## config.mk

```make
export PLATFORM = sky130hd
export DESIGN_NAME = vram_write_arbiter
export DESIGN_NICKNAME = d
export VERILOG_FILES = /design/src/rtl/vram_arb_pkg.sv /design/src/rtl/rr_arbiter2.sv /design/src/rtl/vram_write_arbiter.sv
export SDC_FILE = /design/constraint.sdc
export NUM_CORES = 1
export LEC_CHECK = 0
export ABC_AREA = 1
export BUFFER_PORTS_ARGS = -buffer_cell sky130_fd_sc_hd__buf_2
export CORE_AREA = 2 2 67 69
export DETAILED_ROUTE_END_ITERATION = 10
export DIE_AREA = 0 0 69 71
export GPL_TIMING_DRIVEN = 0
export PLACE_DENSITY_LB_ADDON = 0.25
export SLEW_MARGIN = 25
export SYNTH_ARGS = -nofsm -noshare
export SYNTH_HDL_FRONTEND = slang
export SYNTH_SLANG_ARGS = --single-unit
```

## constraint.sdc

```tcl
create_clock -name clk -period 2.5 [get_ports clk]
set_clock_uncertainty 0.2 [all_clocks]
set_input_delay 0 -clock clk [delete_from_list [all_inputs] [get_ports clk]]
set_output_delay 0 -clock clk [all_outputs]
set_load 0.005 [all_outputs]
```

## src/rtl/vram_arb_pkg.sv

```systemverilog
// Package vram_arb_pkg
// Purpose: shared types and constants for the VRAM write arbiter.
//   state_t    : top-level sequencer state (idle arbitration / clear fill)
//   req_id_t   : requester identity, also the bit index of each requester
//                in the 2-bit request/grant vectors (bit 0 = KB, bit 1 = CPU)
//   FILL_CHAR_DEFAULT : blank word written by the clear sequence (ASCII space)
package vram_arb_pkg;

    typedef enum logic {
        ST_IDLE  = 1'b0,
        ST_CLEAR = 1'b1
    } state_t;

    typedef enum logic {
        REQ_KB  = 1'b0,
        REQ_CPU = 1'b1
    } req_id_t;

    localparam logic [15:0] FILL_CHAR_DEFAULT = 16'h0020;

endpackage

```

## src/rtl/rr_arbiter2.sv

```systemverilog
// Module rr_arbiter2
// Purpose: two-input round-robin arbiter. The grant is combinational and
//   one-hot; the caller registers it. rr_last remembers the most recent
//   winner so that on a conflict the other requester is served.
// Ports:
//   clk     in  1  clock
//   rst     in  1  asynchronous active-high reset (rr_last -> CPU, so the
//                  keyboard wins the first conflict)
//   enable  in  1  arbitration allowed this cycle; no grant and no rr_last
//                  update when low
//   req     in  2  request vector, indexed by req_id_t
//   gnt     out 2  one-hot grant vector, indexed by req_id_t
module rr_arbiter2
    import vram_arb_pkg::*;
(
    input  logic       clk,
    input  logic       rst,
    input  logic       enable,
    input  logic [1:0] req,
    output logic [1:0] gnt
);

    req_id_t rr_last_reg;

    always_comb begin
        gnt = 2'b00;
        if (enable) begin
            if (req == 2'b11) begin
                // Conflict: serve whoever did not win last time.
                if (rr_last_reg == REQ_CPU) begin
                    gnt[REQ_KB] = 1'b1;
                end else begin
                    gnt[REQ_CPU] = 1'b1;
                end
            end else begin
                gnt = req;
            end
        end
    end

    always_ff @(posedge clk or posedge rst) begin
        if (rst) begin
            rr_last_reg <= REQ_CPU;
        end else if (|gnt) begin
            rr_last_reg <= gnt[REQ_CPU] ? REQ_CPU : REQ_KB;
        end
    end

endmodule

```

## src/rtl/vram_write_arbiter.sv

```systemverilog
// Module vram_write_arbiter
// Purpose: shares the single write port of the display blockram between the
//   keyboard echo writer and the CPU result writer (2-way round robin, one
//   write per cycle), and optionally fills the whole RAM with FILL_CHAR.
// Build option: define VRAM_WR_ARB_CLEAR_EN to include the clear sequencer.
//   Without it there is no clear state or counter, clr_start is ignored and
//   clr_busy/clr_done stay 0.
// Ports:
//   clk, rst            clock, asynchronous active-high reset
//   kb_req/addr/data    keyboard write request (held until kb_gnt)
//   kb_gnt              1-cycle pulse, keyboard write committed
//   cpu_req/addr/data   CPU write request (held until cpu_gnt)
//   cpu_gnt             1-cycle pulse, CPU write committed
//   clr_start           pulse, begin full-RAM clear
//   clr_busy            high during the cycles carrying clear writes
//   clr_done            1-cycle pulse after the last clear write
//   ram_addr_w, ram_wr_enable, ram_data_in   blockram write port
// All outputs are registered; a request sampled at edge N shows up as a
// grant plus RAM write in the cycle following edge N.
module vram_write_arbiter
    import vram_arb_pkg::*;
#(
    parameter int                WIDTH     = 16,
    parameter int                DEPTH     = 12,
    parameter logic [WIDTH-1:0]  FILL_CHAR = WIDTH'(FILL_CHAR_DEFAULT)
) (
    input  logic             clk,
    input  logic             rst,
    input  logic             kb_req,
    input  logic [DEPTH-1:0] kb_addr,
    input  logic [WIDTH-1:0] kb_data,
    output logic             kb_gnt,
    input  logic             cpu_req,
    input  logic [DEPTH-1:0] cpu_addr,
    input  logic [WIDTH-1:0] cpu_data,
    output logic             cpu_gnt,
    input  logic             clr_start,
    output logic             clr_busy,
    output logic             clr_done,
    output logic [DEPTH-1:0] ram_addr_w,
    output logic             ram_wr_enable,
    output logic [WIDTH-1:0] ram_data_in
);

    logic [1:0] arb_req;
    logic [1:0] arb_gnt;
    logic       arb_en;

    assign arb_req[REQ_KB]  = kb_req;
    assign arb_req[REQ_CPU] = cpu_req;

`ifdef VRAM_WR_ARB_CLEAR_EN
    // Counter is one bit wider than the address so that reaching 2**DEPTH
    // (all words written) is an explicit terminal value, not a wrap to 0.
    localparam logic [DEPTH:0] CLR_END = {1'b1, {DEPTH{1'b0}}};

    state_t           state_reg;
    logic [DEPTH:0]   clr_cnt_reg;

    // A clear request in IDLE takes priority over any pending write.
    assign arb_en = (state_reg == ST_IDLE) && !clr_start;
`else
    logic unused_clr_start;

    assign unused_clr_start = clr_start;
    assign arb_en   = 1'b1;
    assign clr_busy = 1'b0;
    assign clr_done = 1'b0;
`endif

    rr_arbiter2 u_rr (
        .clk    (clk),
        .rst    (rst),
        .enable (arb_en),
        .req    (arb_req),
        .gnt    (arb_gnt)
    );

    always_ff @(posedge clk or posedge rst) begin
        if (rst) begin
            kb_gnt        <= 1'b0;
            cpu_gnt       <= 1'b0;
            ram_wr_enable <= 1'b0;
            ram_addr_w    <= '0;
            ram_data_in   <= '0;
`ifdef VRAM_WR_ARB_CLEAR_EN
            state_reg     <= ST_IDLE;
            clr_cnt_reg   <= '0;
            clr_busy      <= 1'b0;
            clr_done      <= 1'b0;
`endif
        end else begin
            // Arbitrated write; arb_gnt is zero whenever the clear owns the port.
            kb_gnt        <= arb_gnt[REQ_KB];
            cpu_gnt       <= arb_gnt[REQ_CPU];
            ram_wr_enable <= |arb_gnt;
            if (arb_gnt[REQ_CPU]) begin
                ram_addr_w  <= cpu_addr;
                ram_data_in <= cpu_data;
            end else if (arb_gnt[REQ_KB]) begin
                ram_addr_w  <= kb_addr;
                ram_data_in <= kb_data;
            end
`ifdef VRAM_WR_ARB_CLEAR_EN
            clr_done <= 1'b0;
            case (state_reg)
                ST_IDLE: begin
                    if (clr_start) begin
                        state_reg   <= ST_CLEAR;
                        clr_cnt_reg <= '0;
                    end
                end
                ST_CLEAR: begin
                    // clr_start is deliberately not looked at here: no restart.
                    if (clr_cnt_reg == CLR_END) begin
                        state_reg <= ST_IDLE;
                        clr_busy  <= 1'b0;
                        clr_done  <= 1'b1;
                    end else begin
                        ram_wr_enable <= 1'b1;
                        ram_addr_w    <= clr_cnt_reg[DEPTH-1:0];
                        ram_data_in   <= FILL_CHAR;
                        clr_busy      <= 1'b1;
                        clr_cnt_reg   <= clr_cnt_reg + 1'b1;
                    end
                end
            endcase
`endif
        end
    end

endmodule
```

* Yosys cells after proc, flatten, opt, wreduce, memory -nomap -nowiden
Index checks and enable logic that the tools add are counted.
** Storage, ports and cells
- Word-level logic and storage cells :: 17
- Register bits after elaboration :: 32
- Output and inout bits :: 33
** Operators by class
- Reduce and logical (&&, ||, !) cells :: 2
- Mux-type cells :: 8
- Equality and inequality tests :: 1
** Operators by type and width (count)
- $mux W16 :: 2
- $mux W12 :: 2
- $mux W1 :: 3
- $eq A2 B2 Y1 const B :: 1
- $mux W2 :: 1
- $reduce_bool A2 Y1 :: 1
- $reduce_or A2 Y1 :: 1

* Longest topological paths before layout
Gate-level depths: netlist (run 1).
- Depth after elaboration :: 4
- Mapped depth :: 7
- Gate-level depth less buffers :: 5

* Modules after synthesis
Synthesis (run 1) repeated with hierarchy kept, for this count alone.
** Second synthesis, totals
- Cells, all modules :: 174
- Area total of the unflattened synthesis :: 1457.6 um^2
** By module, submodules not included
- vram_write_arbiter :: seq. area each 775.7 um^2, cells an instance 162, instances 1, area an instance 1388.8 um^2
- rr_arbiter2 :: seq. area each 26.3 um^2, cells an instance 12, instances 1, area an instance 68.8 um^2

* Worst setup path before layout (run 1)
Ideal clock, no wire load.
- Path kind :: reg-to-reg
- Start :: reg u_rr.rr_last_reg
- End :: reg ram_data_in[12]
- Arrival :: 1.020 ns
- Buffers on the path :: 2
- Library setup time :: 0.117 ns
- Path slack :: 1.163 ns
- Period minus slack after synthesis :: 1.337 ns
- Cell stages (with the launch flop) :: 6
- Path through :: dfstp_2 > nand2_1 > buf_4 > buf_4 > nand4_1 > nand2_1
** Between the ends
- Cells in the longest elaborated chain, start to end :: 3
** RTL lines
- from (decl) :: RTL line rr_arbiter2.sv:23 : req_id_t rr_last_reg;
- from (signal assigned) :: RTL line rr_arbiter2.sv:45 : rr_last_reg <= gnt[REQ_CPU] ? REQ_CPU : REQ_KB;
- $mux W1 :: RTL line rr_arbiter2.sv:30 : if (rr_last_reg == REQ_CPU) begin
- $mux W2 * :: RTL line rr_arbiter2.sv:28 : if (req == 2'b11) begin
- $mux W16 or $reduce_bool A2 Y1 (tied branches)
- to (signal assigned) :: RTL line vram_write_arbiter.sv:99 : ram_data_in <= cpu_data;
- to (signal assigned) :: RTL line vram_write_arbiter.sv:102 : ram_data_in <= kb_data;
- to (decl) :: RTL line vram_write_arbiter.sv:42 : output logic [WIDTH-1:0] ram_data_in
Every way passes the cells marked *; elsewhere a longest branch is shown, timed or not.
A chain may end at the register's enable or synchronous reset.

* Worst setup path in the final report (run 1)
- Start :: reg u_rr.rr_last_reg
- End :: reg ram_data_in[7]
Same word-level chain as after synthesis.

==> results.ini, run 1 <==
[placement]
portBuffers = 90
gp_congestion = 0.796
hpwl_mm = 3.36
pre_cts_slack_ps = 1020

[floorplan]
num_io_pins = 94
dieWidth_um = 69
rows = 24
fp.dieH_um = 71
start_util_pct = 43.5
core_um2 = 4200
dieArea_um2 = 4900

[synthesis]
ys_types = 13
synth_mux_area_share_pct = 0
yosys_warnings = 0
syn_inst = 263
synth_top_area_share_pct = 42.4
synthesis.area_um2 = 1830
synth_top_cell_by_area = dfrtp_1
ys_ff_latch = 32
synth_xor_xnor_area_share_pct = 0
synth_top_family_by_area = simple AND/OR/NAND/NOR gates
synthSimpleGateAreaFrac_pct = 41.7
syn_area_per_cell_um2 = 6.96
yosys-top-cells-area = dfrtp_1, nand2_1, nand4_1, nand3_1, inv_1
synth_compound_area_share_pct = 0
synth-seq-area-share_pct = 43.8
synth_fa_ha_area_share_pct = 0

[critical_path]
startpoint_type = register
crit_arrival_ps = 2020
r2r_slack_ps = 440
critPathRequiredTime_ps = 2470
slowest_delay_ps = 560
slowest_stage = dlygate4sd3_1
crit_fanout = 10
cp-end-kind = register
path_class = reg2reg
crit_path_frequent_cell = nand2_1
crit_chain = nand2_1 > nand2_1 > buf_2 > nand2_1 > nand2_1 > dlygate4sd3_1 > nand2_1

[sta]
setup-tns-final_ps = 0
fmax_mhz = 486
worst_pin_slew_ps = 656
setup_ws_ps = 444
slew_headroom_pct = 56.2
period_needed_ps = 2060
grt_setup_unrepaired = false
final_hold_viol_count = 0
setup_violations = 0
slew_viol_final = 0
finalCritPeriodShare_pct = 82.2

[power_and_ir_drop]
p_per_area_nw_per_um2 = 484
ir_drop_uv = 404
leakagePower_nw = 1.75

[layout]
layout-drive-gt1-share_pct = 28.3
largest_reg_flops = 16
regMostFlops = ram_data_in
reg_top3 = ram_data_in (16), ram_addr_w (12)
final_nets = 481
antenna_cells = 0
syn2layout_area_growth_pct = 65.6

[cts]
clockBufferDepth = 2
clk_pin_slew_worst_paths_ps = 60
insertion_delay_ps = 270
clockRootBuffer = clkbuf_8
numCtsBuffers = 5
post_cts_buffers = 0
cts_tree = done
cts.sinks = 32
cts-htree-levels = 2

[global_routing]
antenna_found_initial = 0
grt_pass1_wl_mm = 8.94
grt_max_degree = 33
grtUsageTotal_pct = 22.8
overflow = 0
first_global_vias = 2022

[worst_hold_path]
hp-class = in2async

[status]
status = complete, no violations

[detailed_routing]
dr.first_iter.drc_count = 121
first_pass_iters = 4
drc = 0
wire_per_inst_um = 11.8
ant_nets = 0
vias = 2254
routed_wl_mm = 5.60
vias_per_cell = 4.77

[job]
max_cap_viol_count = 0

==> metal layers <==
metal	GRT usage, %	wire (um)	part of all wire [%]	up-vias
met4	9.59	125	2.2	0
met3	5.56	352	6.3	13
met2	39.3	2810	50	96
li1	-	-	-	1132
met1	27.3	2310	41	1013
met5	0	0	0	-
==> cells in the mapped netlist, drive strengths merged <==
cell type    n
nand3       29
nand4       28
dfstp        1
buf         21
inv         32
nand2      118
dfrtp       31
clkbuf       2
conb         1
==> report_power, final <==
group          total [mW]  leakage, nW  switching [mW]  internal [mW]
registers           0.617        0.378          0.0333          0.584
logic               0.455         1.33           0.210          0.245
clock network       0.395       0.0455           0.171          0.224
==> area by class of cell <==
type	count	area, um2
Sequential cell	32	802
Clock buffer	8	90.1
Timing Repair Buffer	149	1040
Fill cell	349	1170
Multi-Input combinational cell	177	771
Tap cell	52	65.1
Buffer	23	140
Inverter	32	120
==> cells by family after synthesis <==
| group | Yosys count |
|---|---|
| buffers and inverters | 55 |
| other | 1 |
| and+or+nand+nor | 175 |
| DFF | 32 |
==> final timing paths <==
kind / from / to / cells after the start
worst min register to register: u_rr.rr_last_reg$_DFFE_PP1P_ / u_rr.rr_last_reg$_DFFE_PP1P_ / 2
worst min-delay path: rst / kb_gnt$_DFF_PP0_ / 3
min in group clk: u_rr.rr_last_reg$_DFFE_PP1P_ / u_rr.rr_last_reg$_DFFE_PP1P_ / 2
worst max-delay path: u_rr.rr_last_reg$_DFFE_PP1P_ / ram_data_in[7]$_DFFE_PP0P_ / 7
worst max register to register: u_rr.rr_last_reg$_DFFE_PP1P_ / ram_data_in[7]$_DFFE_PP0P_ / 7
max in group asynchronous: rst / ram_addr_w[8]$_DFFE_PP0P_ / 3
==> placed cells by master, fill, tap and decap left out, drive strengths merged <==
master         n
buf          111
clkbuf        10
conb           2
dfrtp         31
dfstp          1
dlygate4sd3   59
inv           32
nand2        118
nand3         29
nand4         28
==> worst max-delay path: cells and delay by family (launching register included) <==
kind | cells | cell delay (ps)
buffers and inverters | 2 | 790
AND/OR/NAND/NOR | 5 | 430
flip-flops | 1 | 530
==> stage by stage <==
stage / power (mW) / instance area, um2 / cells / util [%] / hold WS, ps
after floorplan: 0.810 / 1830 / 264 / - / -84.5
after global placement: 0.958 / 2350 / 406 / 55.9 / 75.9
after detailed placement: 0.964 / 2350 / 406 / 55.9 / -64.7
after CTS: 1.46 / 3030 / 473 / 72.1 / 183
after global routing: 1.55 / 3030 / 473 / 72.1 / 235
final: 1.47 / 3030 / 473 / 72.1 / 170
==> what timing repair did <==
item                       in CTS  in global routing
hold buffers                   59                  0
resized for setup               0                  0
hold endpoints to repair       62                  0
setup endpoints to repair       0                  0
(Power assumes the default switching activity.)
==> run 2: changes to the inputs <==
- ABC_AREA: 1 -> 0
- CORE_AREA: 2 2 67 69 -> 2 2 66 68
- DIE_AREA: 0 0 69 71 -> 0 0 68 70
- clock period: 2.5 -> 2 ns (I/O delays scaled with it)
==> run 2 against run 1 <==
Net effect: final cell count shrank 19%; sequential share of layout area increased by 1.2 points; sequential power increased by 27%; maximum frequency up 31%; non-clock buffer count shrank 5; global-route usage increased by 2.6 points; worst hold slack worse by 57 ps; combinational power grew 18%; worst setup slack lost 16 ps; critical endpoint is now ram_addr_w[0]$_DFFE_PP0P_; first-iteration DRC count down 24%; cell area is 4.5% lower; count of clock-buffer cells in the layout shrank 1.
==> results.ini, run 2 <==
[synthesis]
synth_edf_count = 0  ; unchanged
synthesis.area_um2 = 1730  ; -5.6%
synth_top_area_share_pct = 44.9  ; +2.5 points
synth_top_cell_by_area = dfrtp_1
ys_ff_latch = 32  ; unchanged
yosys_warnings = 0  ; unchanged
ys_types = 16  ; +3
async_flop_share_pct = 100  ; unchanged
yosys.cell_count.top_type = dfrtp_1
yosys-top-cells-area = dfrtp_1, mux2i_1, a31oi_1, and3_1, o21ai_1
synth-seq-area-share_pct = 46.4  ; +2.6 points
synth_commonest_cells = dfrtp_1, a31oi_1, and3_1, mux2i_1, o21ai_1
syn_area_per_cell_um2 = 9.92  ; +43%
ys.flop_type = dfrtp_1
syn_inst = 174  ; -34%

[critical_path]
path_class = reg2reg
cp-end-kind = register
crit_fanout = 10  ; unchanged
slowest_delay_ps = 550  ; about the same
crit_arrival_ps = 1570  ; -450 ps
startpoint_type = register
crit_chain = clkbuf_1 > and3_1 > a31oi_1 > o21ai_1
critPathRequiredTime_ps = 2000  ; -470 ps
slowest_stage = dfstp_2

[layout]
syn2layout_area_growth_pct = 67.5
final_util_pct = 69.8  ; -2.2 points
final_area_um2 = 2890  ; -4.5%
final_nets = 389  ; -19%
reg_top3 = ram_data_in (16), ram_addr_w (12)
seq_area_um2 = 802  ; unchanged
layout-drive-gt1-share_pct = 31.6  ; +3.3 points
nFillCells = 332  ; -4.9%
largest_reg_flops = 16  ; unchanged
regMostFlops = ram_data_in
final_cell_mix = buf_2, dlygate4sd3_1, dfrtp_1
multi_input_area_um2 = 807  ; +4.7%
final_common_cell = buf_2
antenna_cells = 0  ; unchanged

[floorplan]
core_um2 = 4140  ; -1.4%
dieArea_um2 = 4760  ; -2.8%
num_io_pins = 94  ; unchanged
fp.dieH_um = 70  ; -1.4%
dieWidth_um = 68  ; -1.4%
rows = 24  ; unchanged
start_util_pct = 41.7  ; -1.8 points

[global_routing]
grtUsageTotal_pct = 25.4  ; +2.6 points
grt_pass1_wl_mm = 9.20  ; +3.0%
antenna_found_initial = 0  ; unchanged
overflow = 0  ; unchanged
first_global_vias = 1996  ; -1.3%
grt_max_degree = 33  ; unchanged

[power_and_ir_drop]
sequentialPowerShare_pct = 43.5  ; +1.4 points
p_per_area_nw_per_um2 = 621  ; +28%
switching_share_pct = 29.7  ; +1.4 points
power_frac_comb_pct = 29.9  ; -1.1 points
clockPowerShare_pct = 26.6  ; -0.3 points
p_sw_uw = 533  ; +29%
leakagePower_nw = 1.49  ; -15%
p_int_mw = 1.26  ; +20%
ir_drop_uv = 372  ; -7.9%

[placement]
hpwl_mm = 3.43  ; +1.9%
portBuffers = 89  ; -1.1%
gp_congestion = 0.745  ; -6.4%
place_area_um2 = 2240  ; -4.6%

[worst_hold_path]
hp-class = in2reg

[sta]
period_needed_ps = 1570  ; -484 ps
worst_pin_slew_ps = 674  ; +18.1 ps
slew_headroom_pct = 55.0  ; -1.2 points
finalCritPeriodShare_pct = 78.6  ; -3.7 points
grt_setup_unrepaired = false
slew_viol_final = 0  ; unchanged
setup-tns-final_ps = 0  ; unchanged
final_hold_viol_count = 0  ; unchanged
setup_violations = 0  ; unchanged
fmax_mhz = 636  ; +31%

[job]
max_cap_viol_count = 0  ; unchanged

[cts]
cts_resized = 0  ; unchanged
cts-htree-levels = 2  ; unchanged
clockBufferDepth = 2  ; unchanged
cts.sinks = 32  ; unchanged
clk_pin_slew_worst_paths_ps = 70  ; about the same
numCtsBuffers = 5  ; unchanged
clockRootBuffer = clkbuf_8
insertion_delay_ps = 280  ; about the same
post_cts_buffers = 0  ; unchanged
ctsHoldBuffers = 57  ; -3.4%
cts_tree = done

[detailed_routing]
dr.first_iter.drc_count = 92  ; -24%
routed_wl_mm = 5.92  ; +5.7%
ant_nets = 0  ; unchanged
drc = 0  ; unchanged
vias = 2020  ; -10%
first_pass_iters = 4  ; unchanged
wire_per_inst_um = 15.5  ; +31%
vias_per_cell = 5.30  ; +11%

[status]
status = complete, no violations

run 2: cell count changes after synthesis, sizes merged:
cell,before,now
inv,32,3
mux2i,0,28
nand2,118,2
o21a,0,1
nand3,29,0
clkbuf,2,14
o21ai,0,28
and3,0,28
a31oi,0,28
buf,21,7
nand4,28,0
or2,0,1
a21boi,0,1
run 2: kinds of logic (layout without fill, tap and decap cells):
family	Yosys count	in the layout	synth area share, %
and+or+nand+nor	31	31	10.9
DFF	32	32	46.4
buffers and inverters	24	178	7.03
AOI/OAI and AO/OA	58	58	19.1
other	1	2	0.217
muxes	28	28	16.2
run 2: layout make-up:
type                       instances  share of cell area [%]
tap                               52                    2.25
buffer                            21                    3.81
clock inverter                     1                   0.173
clock buffer                       7                    2.64
inverter                           3                   0.389
sequential                        32                    27.7
multi-input combinational        119                    27.9
timing repair buffer             146                    35.1
run 2: final timing paths:
kind | slack (ps) | start | endpoint | cells past startpoint
setup reg to reg | 430 | u_rr.rr_last_reg$_DFFE_PP1P_ | ram_addr_w[0]$_DFFE_PP0P_ | 4
hold reg to reg | 350 | ram_addr_w[6]$_DFFE_PP0P_ | ram_addr_w[6]$_DFFE_PP0P_ | 2
hold / removal | 110 | kb_req | ram_data_in[3]$_DFFE_PP0P_ | 4
setup / recovery | 430 | u_rr.rr_last_reg$_DFFE_PP1P_ | ram_addr_w[0]$_DFFE_PP0P_ | 4
min in group asynchronous | 170 | rst | cpu_gnt$_DFF_PP0_ | 3
max in group asynchronous | 990 | rst | ram_data_in[12]$_DFFE_PP0P_ | 3
run 2: stage by stage:
stage / worst slack (ps) / total power [mW] / hold slack [ps] / cells
after floorplan: 661 / 1.02 / -84.5 / 175
after global placement: 488 / 1.22 / 38.9 / 316
after detailed placement: 479 / 1.23 / -57.4 / 316
after CTS: 444 / 1.80 / 102 / 381
after global routing: 312 / 1.89 / 121 / 381
final: 428 / 1.80 / 113 / 381
run 2: per-layer routing:
metal | wire length [um] | vias up | global-route usage (%) | part of all wire (%)
li1 | - | 953 | - | -
met1 | 2530 | 954 | 32.6 | 43
met2 | 2880 | 99 | 41.7 | 49
met3 | 368 | 14 | 4.99 | 6.2
met4 | 140 | 0 | 9.33 | 2.4
met5 | 0 | - | 0 | 0
run 2: power by group through the flow:
stage               Clock [mW]  Sequential (mW)  Combinational, mW
finish                   0.478            0.782              0.537
global route             0.519            0.788              0.587
CTS                      0.492            0.779              0.529
detailed placement           0            0.789              0.444
global placement             0            0.789              0.436
floorplan                    0            0.796              0.228
run 2: critical path: cells and delay by family, from the launching register on:
| kind | cells | cell delay [ps] |
|---|---|---|
| buffers and inverters | 1 | 350 |
| flip-flops | 1 | 550 |
| AND/OR/NAND/NOR | 1 | 260 |
| AO/OA/AOI/OAI | 2 | 140 |
==> run 3: changes to the inputs <==
- CORE_AREA: 2 2 66 68 -> 2 2 69 71
- DIE_AREA: 0 0 68 70 -> 0 0 71 73
- clock period: 2 -> 1.3 ns (I/O delays scaled with it)
==> run 3 against run 2 <==
Net effect: the flow now finishes with violations (setup timing); combinational power rose by 79%; non-clock buffer count up 1; utilization fell by 0.26 points; worst hold slack got worse by 10 ps; wire length grew 4.7%; via count is 2.3% lower; maximum frequency up 7.4%; worst setup slack got worse by 590 ps; largest power group unchanged.
==> results.ini, run 3 (same netlist as run 2, synthesis figures left out) <==
[layout]
multi_input_area_um2 = 977  ; +21%
final_nets = 390  ; +0.26%
layout-drive-gt1-share_pct = 38.8  ; +7.2 points
final_cell_mix = buf_2, dlygate4sd3_1, dfrtp_1
nFillCells = 336  ; +1.2%
final_common_cell = buf_2
seq_area_um2 = 802  ; unchanged
largest_reg_flops = 16  ; unchanged
antenna_cells = 0  ; unchanged
regMostFlops = ram_data_in
syn2layout_area_growth_pct = 82.7
reg_top3 = ram_data_in (16), ram_addr_w (12)

[global_routing]
antenna_found_initial = 0  ; unchanged
first_global_vias = 2088  ; +4.6%
overflow = 0  ; unchanged
grtUsageTotal_pct = 23.7  ; -1.7 points
grt_pass1_wl_mm = 9.69  ; +5.2%
grt_max_degree = 33  ; unchanged

[sta]
setup_ws_ps = -164  ; -592 ps
setup-tns-final_ps = -3040  ; -3040 ps
hold_slack_ps = 102  ; -10.5 ps
grt_setup_unrepaired = true
setup_violations = 29  ; +29
worst_pin_slew_ps = 735  ; +60.9 ps
period_needed_ps = 1460  ; -108 ps
slew_viol_final = 0  ; unchanged
slew_headroom_pct = 51.0  ; -4.0 points
fmax_mhz = 683  ; +7.4%
final_hold_viol_count = 0  ; unchanged
finalCritPeriodShare_pct = 113  ; +34 points

[detailed_routing]
vias_per_cell = 5.14  ; -3.1%
ant_nets = 0  ; unchanged
vias = 1973  ; -2.3%
drc = 0  ; unchanged
routed_wl_mm = 6.19  ; +4.7%
first_pass_iters = 4  ; unchanged
dr.first_iter.drc_count = 75  ; -18%
wire_per_inst_um = 16.1  ; +3.9%

[status]
status = complete, but fails checks
failed_checks = setup timing

[floorplan]
fp.dieH_um = 73  ; +4.3%
core_um2 = 4540  ; +9.5%
dieArea_um2 = 5180  ; +8.9%
start_util_pct = 38.1  ; -3.6 points
dieWidth_um = 71  ; +4.4%
rows = 25  ; +4.2%
num_io_pins = 94  ; unchanged

[critical_path]
critPathRequiredTime_ps = 1250  ; -750 ps
path_class = reg2reg
crit_fanout = 9  ; -1
crit_chain = nand2_4 > buf_8 > a31oi_1 > o21ai_1
slowest_delay_ps = 580  ; +30 ps
slowest_stage = dfstp_2
crit_arrival_ps = 1420  ; -150 ps
path_buf_inv = 1  ; unchanged
cp-end-kind = register
critPathTopFamily = flip-flops
startpoint_type = register

[cts]
cts-htree-levels = 2  ; unchanged
cts_tree = done
insertion_delay_ps = 290  ; about the same
clockBufferDepth = 2  ; unchanged
cts.sinks = 32  ; unchanged
clockRootBuffer = clkbuf_8
clk_pin_slew_worst_paths_ps = 80  ; about the same
numCtsBuffers = 5  ; unchanged

[power_and_ir_drop]
leakagePower_nw = 1.56  ; +4.9%
ir_drop_uv = 693  ; +86%
p_per_area_nw_per_um2 = 990  ; +59%

[placement]
pre_cts_slack_ps = -201  ; -680 ps
gp_congestion = 0.764  ; +2.5%
portBuffers = 89  ; unchanged
hpwl_mm = 3.48  ; +1.6%

[worst_hold_path]
hp-class = in2reg

[job]
max_cap_viol_count = 0  ; unchanged

-- run 3: cell types whose count changed in the layout (fill, tap and decap cells not counted), sizes merged --
cell      before  now
clkinvlp       0    1
bufinv         0    1
buf           96  103
clkbuf        21   13
-- run 3: layer usage --
layer / global-route usage (%) / up-vias / share of wire, %
li1: - / 953 / -
met1: 29.8 / 930 / 42
met2: 41.1 / 71 / 51
met3: 3.87 / 19 / 4.3
met4: 9.22 / 0 / 2.5
met5: 0 / - / 0
-- run 3: worst min-delay path, stage by stage --
cell	delay, ps
buf_2	140
nand2_4	110
buf_12	150
a31oi_4	80
o21ai_1	60
-- run 3: final timing paths --
check	from	to	slack, ps	depth (start not counted)
min in group asynchronous	rst	cpu_gnt$_DFF_PP0_	170	3
max in group asynchronous	rst	ram_addr_w[6]$_DFFE_PP0P_	270	3
max	u_rr.rr_last_reg$_DFFE_PP1P_	ram_data_in[5]$_DFFE_PP0P_	-160	4
max reg2reg	u_rr.rr_last_reg$_DFFE_PP1P_	ram_data_in[5]$_DFFE_PP0P_	-160	4
min	kb_req	ram_addr_w[10]$_DFFE_PP0P_	100	5
min reg2reg	ram_addr_w[3]$_DFFE_PP0P_	ram_addr_w[3]$_DFFE_PP0P_	350	2
-- run 3: timing repair --
item                                   CTS  global route
setup endpoints to repair               30            30
pin swaps                                5             2
buffers inserted                         1             0
hold buffers                            57             0
endpoints found under the hold margin   59             0
resized for setup                        8            28
-- run 3: cell type report --
type	instances	area share, %
plain buffers	21	5.00
repair buffers	147	32.6
flip-flops and latches	32	25.4
multi-input cells	119	31.0
clock buffers	5	2.18
clock inverters	3	1.35
well taps	54	2.14
inverters	3	0.357
-- run 3: through the flow --
stage	power (mW)	instances	utilization, %	instance area, um2
after floorplan	1.58	175	-	1740
final	3.12	384	69.5	3150
after global routing	3.28	384	69.5	3150
after CTS	3.02	384	65.5	2970
after detailed placement	1.90	318	49.7	2250
after global placement	1.89	318	49.7	2250
-- run 3: where the power goes --
| group | total (mW) | switching, mW | internal [mW] |
|---|---|---|---|
| logic | 0.961 | 0.444 | 0.517 |
| clock network | 0.957 | 0.391 | 0.567 |
| registers | 1.20 | 0.0742 | 1.13 |
| total | 3.12 | 0.908 | 2.21 |
